--- config.mk ---
export PLATFORM = sky130hd
export DESIGN_NAME = read_level_ctrl
export DESIGN_NICKNAME = d
export VERILOG_FILES = /design/src/rtl/read_level_ctrl_pkg.sv /design/src/rtl/read_level_ctrl_window.sv /design/src/rtl/read_level_ctrl.sv
export SDC_FILE = /design/constraint.sdc
export NUM_CORES = 1
export LEC_CHECK = 0
export CORE_AREA = 10 10 96 98
export DETAILED_ROUTE_END_ITERATION = 7
export DIE_AREA = 0 0 106 108
export DONT_BUFFER_PORTS = 1
export GPL_ROUTABILITY_DRIVEN = 0
export GPL_TIMING_DRIVEN = 0
export PLACE_DENSITY = 0.56
export SYNTH_ARGS = -nofsm -noshare
export SYNTH_HDL_FRONTEND = slang
export SYNTH_SLANG_ARGS = --single-unit
--- constraint.sdc ---
create_clock -name clk -period 5.6 [get_ports clk]
set_input_delay 0.56 -clock clk [delete_from_list [all_inputs] [get_ports clk]]
set_output_delay 0.56 -clock clk [all_outputs]
set_load 0.05 [all_outputs]
--- src/rtl/read_level_ctrl_pkg.sv ---
// Shared types for the read-leveling sequencer: FSM states and the window record.
package read_level_ctrl_pkg;

  // Width of the tap fields in the window record; DLY_WIDTH must equal this.
  localparam int TAP_W = 5;

  typedef enum logic [2:0] {
    S_IDLE,
    S_LOAD,
    S_SETTLE,
    S_SAMPLE,
    S_EVAL,
    S_APPLY,
    S_APPLY_SETTLE,
    S_FIN
  } state_t;

  typedef struct packed {
    logic [TAP_W-1:0] lo;
    logic [TAP_W-1:0] hi;
    logic             inv;
    logic [TAP_W:0]   len;
  } win_t;

endpackage

--- src/rtl/read_level_ctrl_window.sv ---
// Run/best-window tracker: opens, extends and closes passing runs per sweep point
// and keeps the longest run seen (earliest wins ties).
module read_level_window
  import read_level_ctrl_pkg::*;
#(
  parameter int DLY_WIDTH = TAP_W
) (
  input  logic                 clk,
  input  logic                 rst,
  input  logic                 clr,
  input  logic                 eval,
  input  logic                 pass,
  input  logic                 inv,
  input  logic [DLY_WIDTH-1:0] tap,
  output win_t                 best
);

  logic                 run_open;
  logic [DLY_WIDTH-1:0] run_lo;
  logic                 last;
  logic                 close;
  logic [DLY_WIDTH-1:0] lo_cur;
  logic [DLY_WIDTH-1:0] c_hi;
  logic [DLY_WIDTH:0]   c_len;

  always_comb begin
    last   = (tap == '1);
    lo_cur = run_open ? run_lo : tap;
    // A failing point ends the run one tap earlier; the top tap always ends it.
    close  = (pass && last) || (!pass && run_open);
    c_hi   = pass ? tap : tap - 1'b1;
    c_len  = {1'b0, c_hi} - {1'b0, lo_cur} + 1'b1;
  end

  always_ff @(posedge clk) begin
    if (rst || clr) begin
      run_open <= 1'b0;
      run_lo   <= '0;
      best     <= '0;
    end else if (eval) begin
      if (pass && !last) begin
        run_open <= 1'b1;
        run_lo   <= lo_cur;
      end else begin
        run_open <= 1'b0;
      end
      if (close && (c_len > best.len)) begin
        best.lo  <= lo_cur;
        best.hi  <= c_hi;
        best.inv <= inv;
        best.len <= c_len;
      end
    end
  end

endmodule

--- src/rtl/read_level_ctrl.sv ---
// Read-leveling sequencer for one DQ/DQS lane: sweeps idelay tap and clkdiv
// inversion, scores each point against a training nibble, programs window centre.
module read_level_ctrl
  import read_level_ctrl_pkg::*;
#(
  parameter int DLY_WIDTH     = TAP_W,
  parameter int NUM_SAMPLES   = 16,
  parameter int SETTLE_CYCLES = 8
) (
  input  logic                 clk,
  input  logic                 rst,
  input  logic                 start,
  input  logic [3:0]           pattern,
  input  logic [3:0]           dout,
  output logic                 dly_ld,
  output logic [DLY_WIDTH-1:0] dly_val,
  output logic                 inv_clk_div,
  output logic                 busy,
  output logic                 done,
  output logic                 fail,
  output logic [DLY_WIDTH-1:0] win_lo,
  output logic [DLY_WIDTH-1:0] win_hi,
  output logic                 win_inv
);

  localparam int CNT_MAX = (NUM_SAMPLES > SETTLE_CYCLES) ? NUM_SAMPLES : SETTLE_CYCLES;
  localparam int CNT_W   = $clog2(CNT_MAX + 1);
  localparam logic [CNT_W-1:0] SET_LAST = CNT_W'(SETTLE_CYCLES - 1);
  localparam logic [CNT_W-1:0] SMP_LAST = CNT_W'(NUM_SAMPLES - 1);

  state_t               state;
  logic [DLY_WIDTH-1:0] tap;
  logic                 inv;
  logic                 pass;
  logic [CNT_W-1:0]     cnt;
  win_t                 best;
  logic                 clr;
  logic                 eval;
  logic [DLY_WIDTH:0]   sum;

  assign clr  = (state == S_IDLE) && start;
  assign eval = (state == S_EVAL);
  assign sum  = {1'b0, best.lo} + {1'b0, best.hi};

  read_level_window #(.DLY_WIDTH(DLY_WIDTH)) u_window (
    .clk  (clk),
    .rst  (rst),
    .clr  (clr),
    .eval (eval),
    .pass (pass),
    .inv  (inv),
    .tap  (tap),
    .best (best)
  );

  always_ff @(posedge clk) begin
    if (rst) begin
      state       <= S_IDLE;
      tap         <= '0;
      inv         <= 1'b0;
      pass        <= 1'b0;
      cnt         <= '0;
      dly_ld      <= 1'b0;
      dly_val     <= '0;
      inv_clk_div <= 1'b0;
      busy        <= 1'b0;
      done        <= 1'b0;
      fail        <= 1'b0;
      win_lo      <= '0;
      win_hi      <= '0;
      win_inv     <= 1'b0;
    end else begin
      dly_ld <= 1'b0;
      case (state)
        S_IDLE: if (start) begin
          done  <= 1'b0;
          fail  <= 1'b0;
          busy  <= 1'b1;
          tap   <= '0;
          inv   <= 1'b0;
          state <= S_LOAD;
        end
        S_LOAD: begin
          dly_val     <= tap;
          inv_clk_div <= inv;
          dly_ld      <= 1'b1;
          cnt         <= '0;
          state       <= S_SETTLE;
        end
        S_SETTLE: if (cnt == SET_LAST) begin
          cnt   <= '0;
          pass  <= 1'b1;
          state <= S_SAMPLE;
        end else begin
          cnt <= cnt + 1'b1;
        end
        S_SAMPLE: begin
          if (dout != pattern) pass <= 1'b0;
          if (cnt == SMP_LAST) begin
            cnt   <= '0;
            state <= S_EVAL;
          end else begin
            cnt <= cnt + 1'b1;
          end
        end
        S_EVAL: if (tap != '1) begin
          tap   <= tap + 1'b1;
          state <= S_LOAD;
        end else if (!inv) begin
          inv   <= 1'b1;
          tap   <= '0;
          state <= S_LOAD;
        end else begin
          state <= S_APPLY;
        end
        S_APPLY: begin
          dly_ld <= 1'b1;
          cnt    <= '0;
          state  <= S_APPLY_SETTLE;
          if (best.len != '0) begin
            dly_val     <= sum[DLY_WIDTH:1];
            inv_clk_div <= best.inv;
            win_lo      <= best.lo;
            win_hi      <= best.hi;
            win_inv     <= best.inv;
            fail        <= 1'b0;
          end else begin
            dly_val     <= '0;
            inv_clk_div <= 1'b0;
            win_lo      <= '0;
            win_hi      <= '0;
            win_inv     <= 1'b0;
            fail        <= 1'b1;
          end
        end
        S_APPLY_SETTLE: if (cnt == SET_LAST) state <= S_FIN;
                        else cnt <= cnt + 1'b1;
        S_FIN: begin
          busy  <= 1'b0;
          done  <= 1'b1;
          state <= S_IDLE;
        end
        default: state <= S_IDLE;
      endcase
    end
  end

endmodule

==> flow_summary.toml, run 1 <==
[timing]
slew_headroom = 0.5992
fin_crit_sh = 0.8564
slew_violations = 0
setup_tns_ps = 0
setup_ws_ps = 803.9
tightest_slew_ps = 601.2
finalHoldViolCount = 0
rsz0062_at_grt = "no"
period_needed_ps = 4796
max_freq_mhz = 208.5
fin_skew_ps = 11.85
final-setup-viol-count = 0

[min_path]
hold_depth = 3
worstHoldStart = "start"
hp-class = "in -> reg"
min_to = "inv"

[yosys]
synth_top_family_by_area = "simple AND/OR/NAND/NOR gates"
ys_warn_count = 0
synthTopCellsByArea = "dfxtp_1, ha_1, nor2_1"
yosysTopAreaCell = "dfxtp_1"
synth_edf_count = 0
synth_compound_area_frac = 0.1757
synth-main-ff-cell = "dfxtp_1"
synth_cells = 377
ys_ff_latch = 59
synth_cell_type_count = 45
synth.top_cell.area_share = 0.3686
synth_mux_area_frac = 0.05389
synthAdderAreaFrac = 0.1101
syn_area_sq_mm = 0.003204
seq_area_frac_synth = 0.3686
synthArstFlopShare = 0
synth_nets = 415
avgSynthCellArea_sq_um = 8.500
post_synth_and_or_nand_nor_area_fraction = 0.1913
synth_xor_area_frac = 0.04373

[layout]
layout_commonest_cell = "dfxtp_1"
layout_common_cells = "dfxtp_1, nor2_1, a21oi_1, ha_1, nand2_1"
fin_nets = 426
syn_to_final_growth_pct = 11.01
drive_gt1_frac = 0.07398
antennaDiodeCount = 0

[critical_path]
start_kind = "register"
reg2reg_to = "u_window.best[3]"
r2r_setup_slack_ps = 800
slowest_delay_ps = 430
ff2ff_path_depth = 21
endpoint_kind = "register"
reg2reg_from = "tap[0]"
critPathMaxFanout = 10
crit_type = "reg -> reg"
cp_cell_sequence = "clkbuf_1 > inv_1 > ha_1 > mux2_2 > ha_1 > inv_1 > ha_1 > inv_1 > fa_1 > nor2b_1 > o21ai_0 > nand2b_1 > xor2_1 > inv_1 > ha_1 > and4_1 > a311o_1 > a31oi_4 > buf_6 > mux2i_1 > nor2_1"
crit_family = "adder cells"
crit_slowest_cell = "a311o_1"
startpoint = "tap[0]"
cp.arrival_ps = 5000
crit_buf_inv = 6
crit_required_ps = 5810

[drt]
avgRoutedWirePerCell_um = 15.69
highest_layer = "met4"
num_vias = 2588
viasPerCell = 5.239
routed_wl_um = 7752
dr.first_iter.drc_count = 65
dr.pass1.iters = 4
drc = 0
wl_met3_um = 344
ant_nets = 0
met1_length_um = 3695
wl_met2_um = 3636

[clock_network]
clk_latency_ps = 340
clkSlewWorstSetupHoldPaths_ps = 70
cts_buffers = 9
cts_resized = 0
cts_setup_buffers = 0
cts_max_path_buffers = 2
cts_hold_buf = 0
cts_tree = "yes"
htreeDepth = 3
root_buffer = "clkbuf_8"
cts_sinks = 59

[grt]
antenna_found_initial = 0
grt_start_max_net_pins = 11
grt_usage = 0.1398
grt_pass1_wl_um = 13020
grt-ovfl-total = 0
grt_pass1_vias = 2563

[placed_design]
dpl_worst_slack_ps = 792.0
place.port_buffers = 0
place_hpwl_um = 5928

[die]
rows = 32
fp.coreArea_sq_mm = 0.007447
die_x_um = 106
die_area_sq_mm = 0.01145
die_h_um = 108
num_io_pins = 32
start_util = 0.4303

[job]
maxCapViolations = 0

[power]
irDropWorstVdd_mv = 0.1553
p_leak_nw = 1.283
power.density_mw_per_mm2 = 293.9

[run_status]
status = "finished, final reports clean"
[cell families after synthesis]
group	Yosys count
AOI/OAI and AO/OA	84
xor gates and xnor gates	16
buffers and inverters	44
and+or+nand+nor	130
DFF	59
adders and majority gates	27
muxes	17
[worst max-delay path by stage]
stage | slack [ps] | cells past startpoint | to
after global placement | 800 | 21 | u_window.best[0]
final | 800 | 21 | u_window.best[3]
after detailed placement | 790 | 21 | u_window.best[3]
after CTS | 750 | 21 | u_window.best[3]
after floorplan | 1350 | 21 | u_window.best[10]
after global routing | 400 | 21 | u_window.best[3]
[metrics by stage]
step	std cells	hold WS, ps	utilization	total power, W	instance area, sq um
finish	494	472.6	0.4777	0.001045	3557
global route	494	470.1	0.4777	0.001097	3557
floorplan	377	460.4	-	0.0005763	3204
CTS	494	459.4	0.4777	0.001053	3557
global placement	479	485.8	0.4474	0.0006071	3332
detailed placement	479	487.7	0.4474	0.0006112	3332
[worst reg2reg max path: cells and delay by family, from the launching register on]
family,cells,cell delay [ps]
compound gates,3,830
flops,1,330
simple gates,4,480
xor+xnor,1,230
fa+ha+maj,5,1490
buf+inv,6,810
mux,2,500
[flip-flops by register name, indices dropped and copies added (netlist names)]
signal,cells
fail,1
inv,1
inv_clk_div,1
done,1
busy,1
win_inv,1
dly_val,5
u_window.best,17
state,3
dly_ld,1
pass,1
u_window.run_lo,5
tap,5
win_hi,5
cnt,5
u_window.run_open,1
win_lo,5
[cell type report]
type,count,area (sq um)
multi-input combinational,274,1842
fill,755,3890
tap,102,127.6
buffer,23,102.6
sequential,59,1181
inverter,21,78.83
clock buffer,11,151.4
clock inverter,4,73.82
[Yosys cell counts, drive strengths merged, types with 6 or more instances]
library cell / number
inv: 21
nand2b: 6
ha: 25
nand2: 24
dfxtp: 59
o21ai: 12
mux2i: 15
xnor2: 8
nor3: 7
a21oi: 36
nand3: 16
nor2: 51
xor2: 8
clkbuf: 20
a211oi: 16
[per-layer routing]
metal,global-route usage,vias up
met4,0.03191,0
met2,0.2314,27
met3,0.04462,9
met5,0,-
li1,-,1334
met1,0.1742,1218
[power breakdown]
part	internal, W	switching [W]	leakage (nW)
clock	0.000273	0.000172	0.115
combinational	0.0000544	0.0000894	0.690
sequential	0.000431	0.0000265	0.477
total	0.000758	0.000288	1.28
Note: power is estimated with default switching activity, not from simulation.
==> run 2: changes to the inputs <==
Settings changed: ABC_AREA set to 1, CAP_MARGIN set to 20, CORE_AREA 10 10 96 98 to 10 10 100 102, DIE_AREA 0 0 106 108 to 0 0 110 112, PLACE_DENSITY 0.56 to 0.57.
==> flow_summary.toml, run 2 <==
[run_status]
status = "finished, final reports clean"

[clock_network]
cts_resized = 0
cts_buffers = 9
cts_sinks = 59
clk_latency_ps = 340
cts_setup_buffers = 0
clkSlewWorstSetupHoldPaths_ps = 70
cts_hold_buf = 0
cts_tree = "yes"
root_buffer = "clkbuf_8"
htreeDepth = 3
cts_max_path_buffers = 2

[critical_path]
crit_family = "adder cells"
startpoint = "tap[0]"
reg2reg_from = "tap[0]"
start_kind = "register"
crit_type = "reg -> reg"
endpoint_kind = "register"
reg2reg_to = "u_window.best[2]"
critPathMaxFanout = 10
crit_buf_inv = 6
cp_cell_sequence = "clkbuf_1 > inv_1 > ha_1 > nand2_1 > o21ai_0 > ha_1 > inv_1 > ha_1 > inv_1 > fa_1 > nand3b_1 > nand2_1 > nand2_1 > nand2_1 > inv_1 > ha_1 > nand2_1 > nor2_1 > nand2_1 > nand3_1 > clkbuf_1 > nand3_1 > nand2_1 > nor2_1"
cp.arrival_ps = 4380
crit_required_ps = 5830
ff2ff_path_depth = 24
r2r_setup_slack_ps = 1450
crit_top_cell = "nand2_1"
crit_slowest_cell = "clkbuf_1"
slowest_delay_ps = 420

[yosys]
synth_edf_count = 0
avgSynthCellArea_sq_um = 6.869
synthTopCellsByArea = "dfxtp_1, nand2_1, ha_1"
yosys-top-cells-count = "nand2_1, nor2_1, inv_1, dfxtp_1, a21oi_1"
synthArstFlopShare = 0
synth.top_cell.area_share = 0.3345
seq_area_frac_synth = 0.3345
synth_nets = 552
synth_cell_type_count = 33
synth_cells = 514
synth-main-ff-cell = "dfxtp_1"
ys_ff_latch = 59
syn_area_sq_mm = 0.003531
synth_most_common_cell = "nand2_1"
ys_warn_count = 0
yosysTopAreaCell = "dfxtp_1"

[grt]
grt_pass1_wl_um = 14350
grt_start_max_net_pins = 11
grt-ovfl-total = 0
antenna_found_initial = 0
grt_pass1_vias = 2967
grt_usage = 0.1456

[die]
start_util = 0.4385
rows = 33
die_x_um = 110
num_io_pins = 32
fp.coreArea_sq_mm = 0.008051
die_area_sq_mm = 0.01232
die_h_um = 112

[job]
maxCapViolations = 0

[timing]
fin_crit_sh = 0.7404
hold_slack_ps = 340.0
slew_violations = 0
max_freq_mhz = 241.2
period_needed_ps = 4146
finalHoldViolCount = 0
setup_tns_ps = 0
tightest_slew_ps = 750.7
final-setup-viol-count = 0
rsz0062_at_grt = "no"
fin_skew_ps = 11.58
slew_headroom = 0.4995

[power]
clkPwrFrac = 0.191
power.internal_w = 0.001374
pwr-share-comb = 0.576
irDropWorstVdd_mv = 0.7124
power.density_mw_per_mm2 = 685.6
p_seq_frac = 0.233
netSwitchingPower_w = 0.001312
swShare = 0.4884
p_leak_nw = 1.816

[drt]
routed_wl_um = 8712
num_vias = 3142
ant_nets = 0
avgRoutedWirePerCell_um = 13.72
dr.first_iter.drc_count = 166
dr.pass1.iters = 4
viasPerCell = 4.948
drc = 0

[layout]
largest-register = "u_window.best"
largest_register_ffs = 17
syn_to_final_growth_pct = 10.99
layout_commonest_cell = "nand2_1"
utilization = 0.4867
drive_gt1_frac = 0.1189
layout_common_cells = "nand2_1, nor2_1, inv_1, dfxtp_1, a21oi_1"
fin_nets = 563
antennaDiodeCount = 0

[placed_design]
place_hpwl_um = 6819
place.port_buffers = 0

[min_path]
min_to = "inv"
hp-class = "in -> reg"
hold_depth = 1
worstHoldStart = "rst"
==> run 2: cell count changes in the layout (fill, tap and decap cells not counted), sizes merged, moves of 6 or more <==
cell / delta
nand2: +112
inv: +49
nor2: +24
a211oi: -16
mux2i: -15
clkbuf: -14
nand3: +11
a21oi: +10
nand3b: +8
buf: +7
o21ai: +7
xnor2: -7
nand2b: -6
==> run 2: layout make-up <==
cell class / count / area, sq um
fill: 821 / 4133
inverter: 71 / 271.5
sequential: 59 / 1181
multi-input combinational: 368 / 1982
clock buffer: 11 / 131.4
clock inverter: 5 / 125.1
tap: 105 / 131.4
buffer: 16 / 96.34
==> run 2: how the worst max path moves through the flow <==
| stage | end | slack, ps | cells past startpoint |
|---|---|---|---|
| floorplan | u_window.best[0] | 2060 | 24 |
| global placement | u_window.best[4] | 1490 | 24 |
| detailed placement | u_window.best[10] | 1460 | 24 |
| CTS | u_window.best[1] | 1460 | 24 |
| global route | u_window.best[2] | 1080 | 24 |
| finish | u_window.best[2] | 1450 | 24 |
==> run 2: metrics by stage <==
| step | setup slack (ps) | area [sq um] | cells | power, W |
|---|---|---|---|---|
| finish | 1454 | 3919 | 635 | 0.002687 |
| global route | 1075 | 3919 | 635 | 0.002960 |
| CTS | 1457 | 3919 | 635 | 0.002686 |
| detailed placement | 1456 | 3662 | 619 | 0.002156 |
| global placement | 1494 | 3662 | 619 | 0.002122 |
| floorplan | 2063 | 3531 | 514 | 0.001800 |
==> run 2: per-layer routing <==
layer / vias to the layer above / GRT usage / part of all wire / routed length (um)
met2: 63 / 0.2222 / 0.45 / 3960
li1: 1651 / - / - / -
met3: 10 / 0.03979 / 0.053 / 459
met5: - / 0 / 0 / 0
met4: 0 / 0.04688 / 0.015 / 131
met1: 1418 / 0.1922 / 0.48 / 4160
==> run 2: power by group through the flow <==
stage / Clock [W] / Combinational, W / Sequential [W]
2_1_floorplan: 0 / 0.00119 / 0.000610
4_1_cts: 0.000525 / 0.00154 / 0.000626
6_report: 0.000513 / 0.00155 / 0.000627
5_1_grt: 0.000546 / 0.00178 / 0.000635
3_3_place_gp: 0 / 0.00149 / 0.000634
3_5_place_dp: 0 / 0.00152 / 0.000635
==> run 2: worst register-to-register path: stages (launching register included) <==
cell and delay (ps):
dfxtp_1 330, clkbuf_1 290, inv_1 120, ha_1 320, nand2_1 70, o21ai_0 140
ha_1 330, inv_1 60, ha_1 170, inv_1 60, fa_1 390, nand3b_1 200
nand2_1 80, nand2_1 40, nand2_1 70, inv_1 50, ha_1 290, nand2_1 70
nor2_1 100, nand2_1 70, nand3_1 130, clkbuf_1 420, nand3_1 140, nand2_1 80
nor2_1 40
==> run 2: logic make-up after synthesis <==
| group | share of synthesized area |
|---|---|
| AOI/OAI and AO/OA | 0.1127 |
| xor gates and xnor gates | 0.01736 |
| adders and majority gates | 0.09993 |
| buffers and inverters | 0.1042 |
| DFF | 0.3345 |
| and+or+nand+nor | 0.3313 |
==> run 3: changes to the inputs <==
Settings changed: PLACE_DENSITY 0.57 to 0.59.
Clock period 5.6 ns to 3.6 ns, I/O delays scaled along.
==> flow_summary.toml, run 3 (synthesis results as in run 2) <==
[die]
die_h_um = 112
fp.coreArea_sq_mm = 0.008051
num_io_pins = 32
die_area_sq_mm = 0.01232
rows = 33
start_util = 0.4385
die_x_um = 110

[critical_path]
r2r_setup_slack_ps = 220
endpoint_kind = "register"
start_kind = "register"
critPathMaxFanout = 5
crit_type = "reg -> reg"
crit_required_ps = 3870
cp.arrival_ps = 3650

[drt]
routed_wl_um = 8839
num_vias = 3183
dr.first_iter.drc_count = 96
avgRoutedWirePerCell_um = 13.83
viasPerCell = 4.981
dr.pass1.iters = 4
drc = 0
ant_nets = 0

[grt]
grt_pass1_vias = 3019
grt_start_max_net_pins = 11
antenna_found_initial = 0
grt-ovfl-total = 0
grt_usage = 0.1439
grt_pass1_wl_um = 14550

[timing]
tightest_slew_ps = 710.5
hold_slack_ps = 140.1
finalHoldViolCount = 0
period_needed_ps = 3384
setup_ws_ps = 216.3
slew_violations = 0
fin_skew_ps = 8.796
max_freq_mhz = 295.5
slew_headroom = 0.5263
fin_crit_sh = 0.9399
final-setup-viol-count = 0

[layout]
largest-register = "u_window.best"
antennaDiodeCount = 0
drive_gt1_frac = 0.1629
syn_to_final_growth_pct = 13.11
layout_common_cells = "nand2_1, nor2_1, inv_1, dfxtp_1, a21oi_1"
fin_nets = 569
largest_register_ffs = 17
layout_commonest_cell = "nand2_1"

[power]
pwr-share-comb = 0.642
power.internal_w = 0.002285
power.density_mw_per_mm2 = 1116
p_seq_frac = 0.218
clkPwrFrac = 0.140
netSwitchingPower_w = 0.002172
swShare = 0.4874
p_leak_nw = 1.842
irDropWorstVdd_mv = 0.7789

[clock_network]
cts_tree = "yes"
root_buffer = "clkbuf_8"
cts_buffers = 9
cts_sinks = 59
clkSlewWorstSetupHoldPaths_ps = 70
htreeDepth = 3
cts_hold_buf = 0
clk_latency_ps = 330
cts_max_path_buffers = 2

[job]
maxCapViolations = 0

[placed_design]
dpl_worst_slack_ps = -530.3
place_hpwl_um = 6804
place.port_buffers = 0

[run_status]
status = "finished, final reports clean"

[min_path]
hp-class = "in -> reg"
[run 3: changes by cell type in the layout (fill, tap and decap cells not counted), moves of 4 or more]
cell and change:
buf_4 +6, inv_2 +4, inv_1 -4, buf_6 +5
clkbuf_1 -4
[run 3: area by class of cell]
type | count | area [sq um]
timing repair buffer | 7 | 56.30
buffer | 15 | 118.9
tap | 105 | 131.4
clock buffer | 12 | 165.2
clock inverter | 2 | 35.03
multi-input combinational | 368 | 2027
fill | 825 | 4058
sequential | 59 | 1189
inverter | 71 | 271.5
[run 3: final timing paths]
| path | from | to | cells after the start |
|---|---|---|---|
| worst max-delay path | tap[1] | u_window.best[5] | 24 |
| worst min-delay path | rst | inv | 1 |
| worst max register to register | tap[1] | u_window.best[5] | 24 |
| worst min register to register | cnt[2] | cnt[2] | 2 |
[run 3: power groups by stage]
stage                     logic (W)  registers [W]  clock network [W]
after detailed placement    0.00235       0.000990                  0
after global placement      0.00229       0.000988                  0
after CTS                   0.00241       0.000971           0.000640
final                       0.00286       0.000972           0.000624
after global routing        0.00323       0.000985           0.000661
after floorplan             0.00185       0.000949                  0
[run 3: timing repair]
item,4_1_cts,5_1_grt
resized for setup,10,25
gates cloned,0,1
buffers inserted,2,4
endpoints found under the setup margin,17,17
pin swaps,0,11
hold endpoints to repair,0,0
[run 3: per-layer routing]
layer | track usage | wire, um | up-vias
met2 | 0.2404 | 4288 | 50
met4 | 0.02083 | 83 | 0
met1 | 0.1815 | 4055 | 1460
li1 | - | - | 1662
met5 | 0 | 0 | -
met3 | 0.04037 | 412 | 11
[run 3: through the flow]
| stage | power [W] | std cells | setup TNS, ps | utilization | instance area, sq um |
|---|---|---|---|---|---|
| 3_3_place_gp | 0.003281 | 619 | -7290 | 0.4549 | 3662 |
| 5_1_grt | 0.004875 | 639 | -81.38 | 0.4960 | 3994 |
| 3_5_place_dp | 0.003338 | 619 | -7785 | 0.4549 | 3662 |
| 6_report | 0.004457 | 639 | 0 | 0.4960 | 3994 |
| 2_1_floorplan | 0.002799 | 514 | 0 | - | 3531 |
| 4_1_cts | 0.004025 | 634 | 0 | 0.4831 | 3890 |
[run 3: worst max-delay path: stages, from the launching register on]
cell	delay, ps
dfxtp_4	350
inv_2	40
ha_1	290
nand2_1	80
o21ai_2	80
ha_1	270
inv_1	60
ha_2	200
inv_2	50
fa_2	390
nand3b_1	180
nand2_1	70
nand2_1	60
nand2_2	90
inv_2	50
ha_4	270
nand2_2	50
nor2_1	80
nand2_1	90
inv_1	60
nor2_1	50
nor2_2	190
buf_6	160
nor2_1	40
nor2_1	90
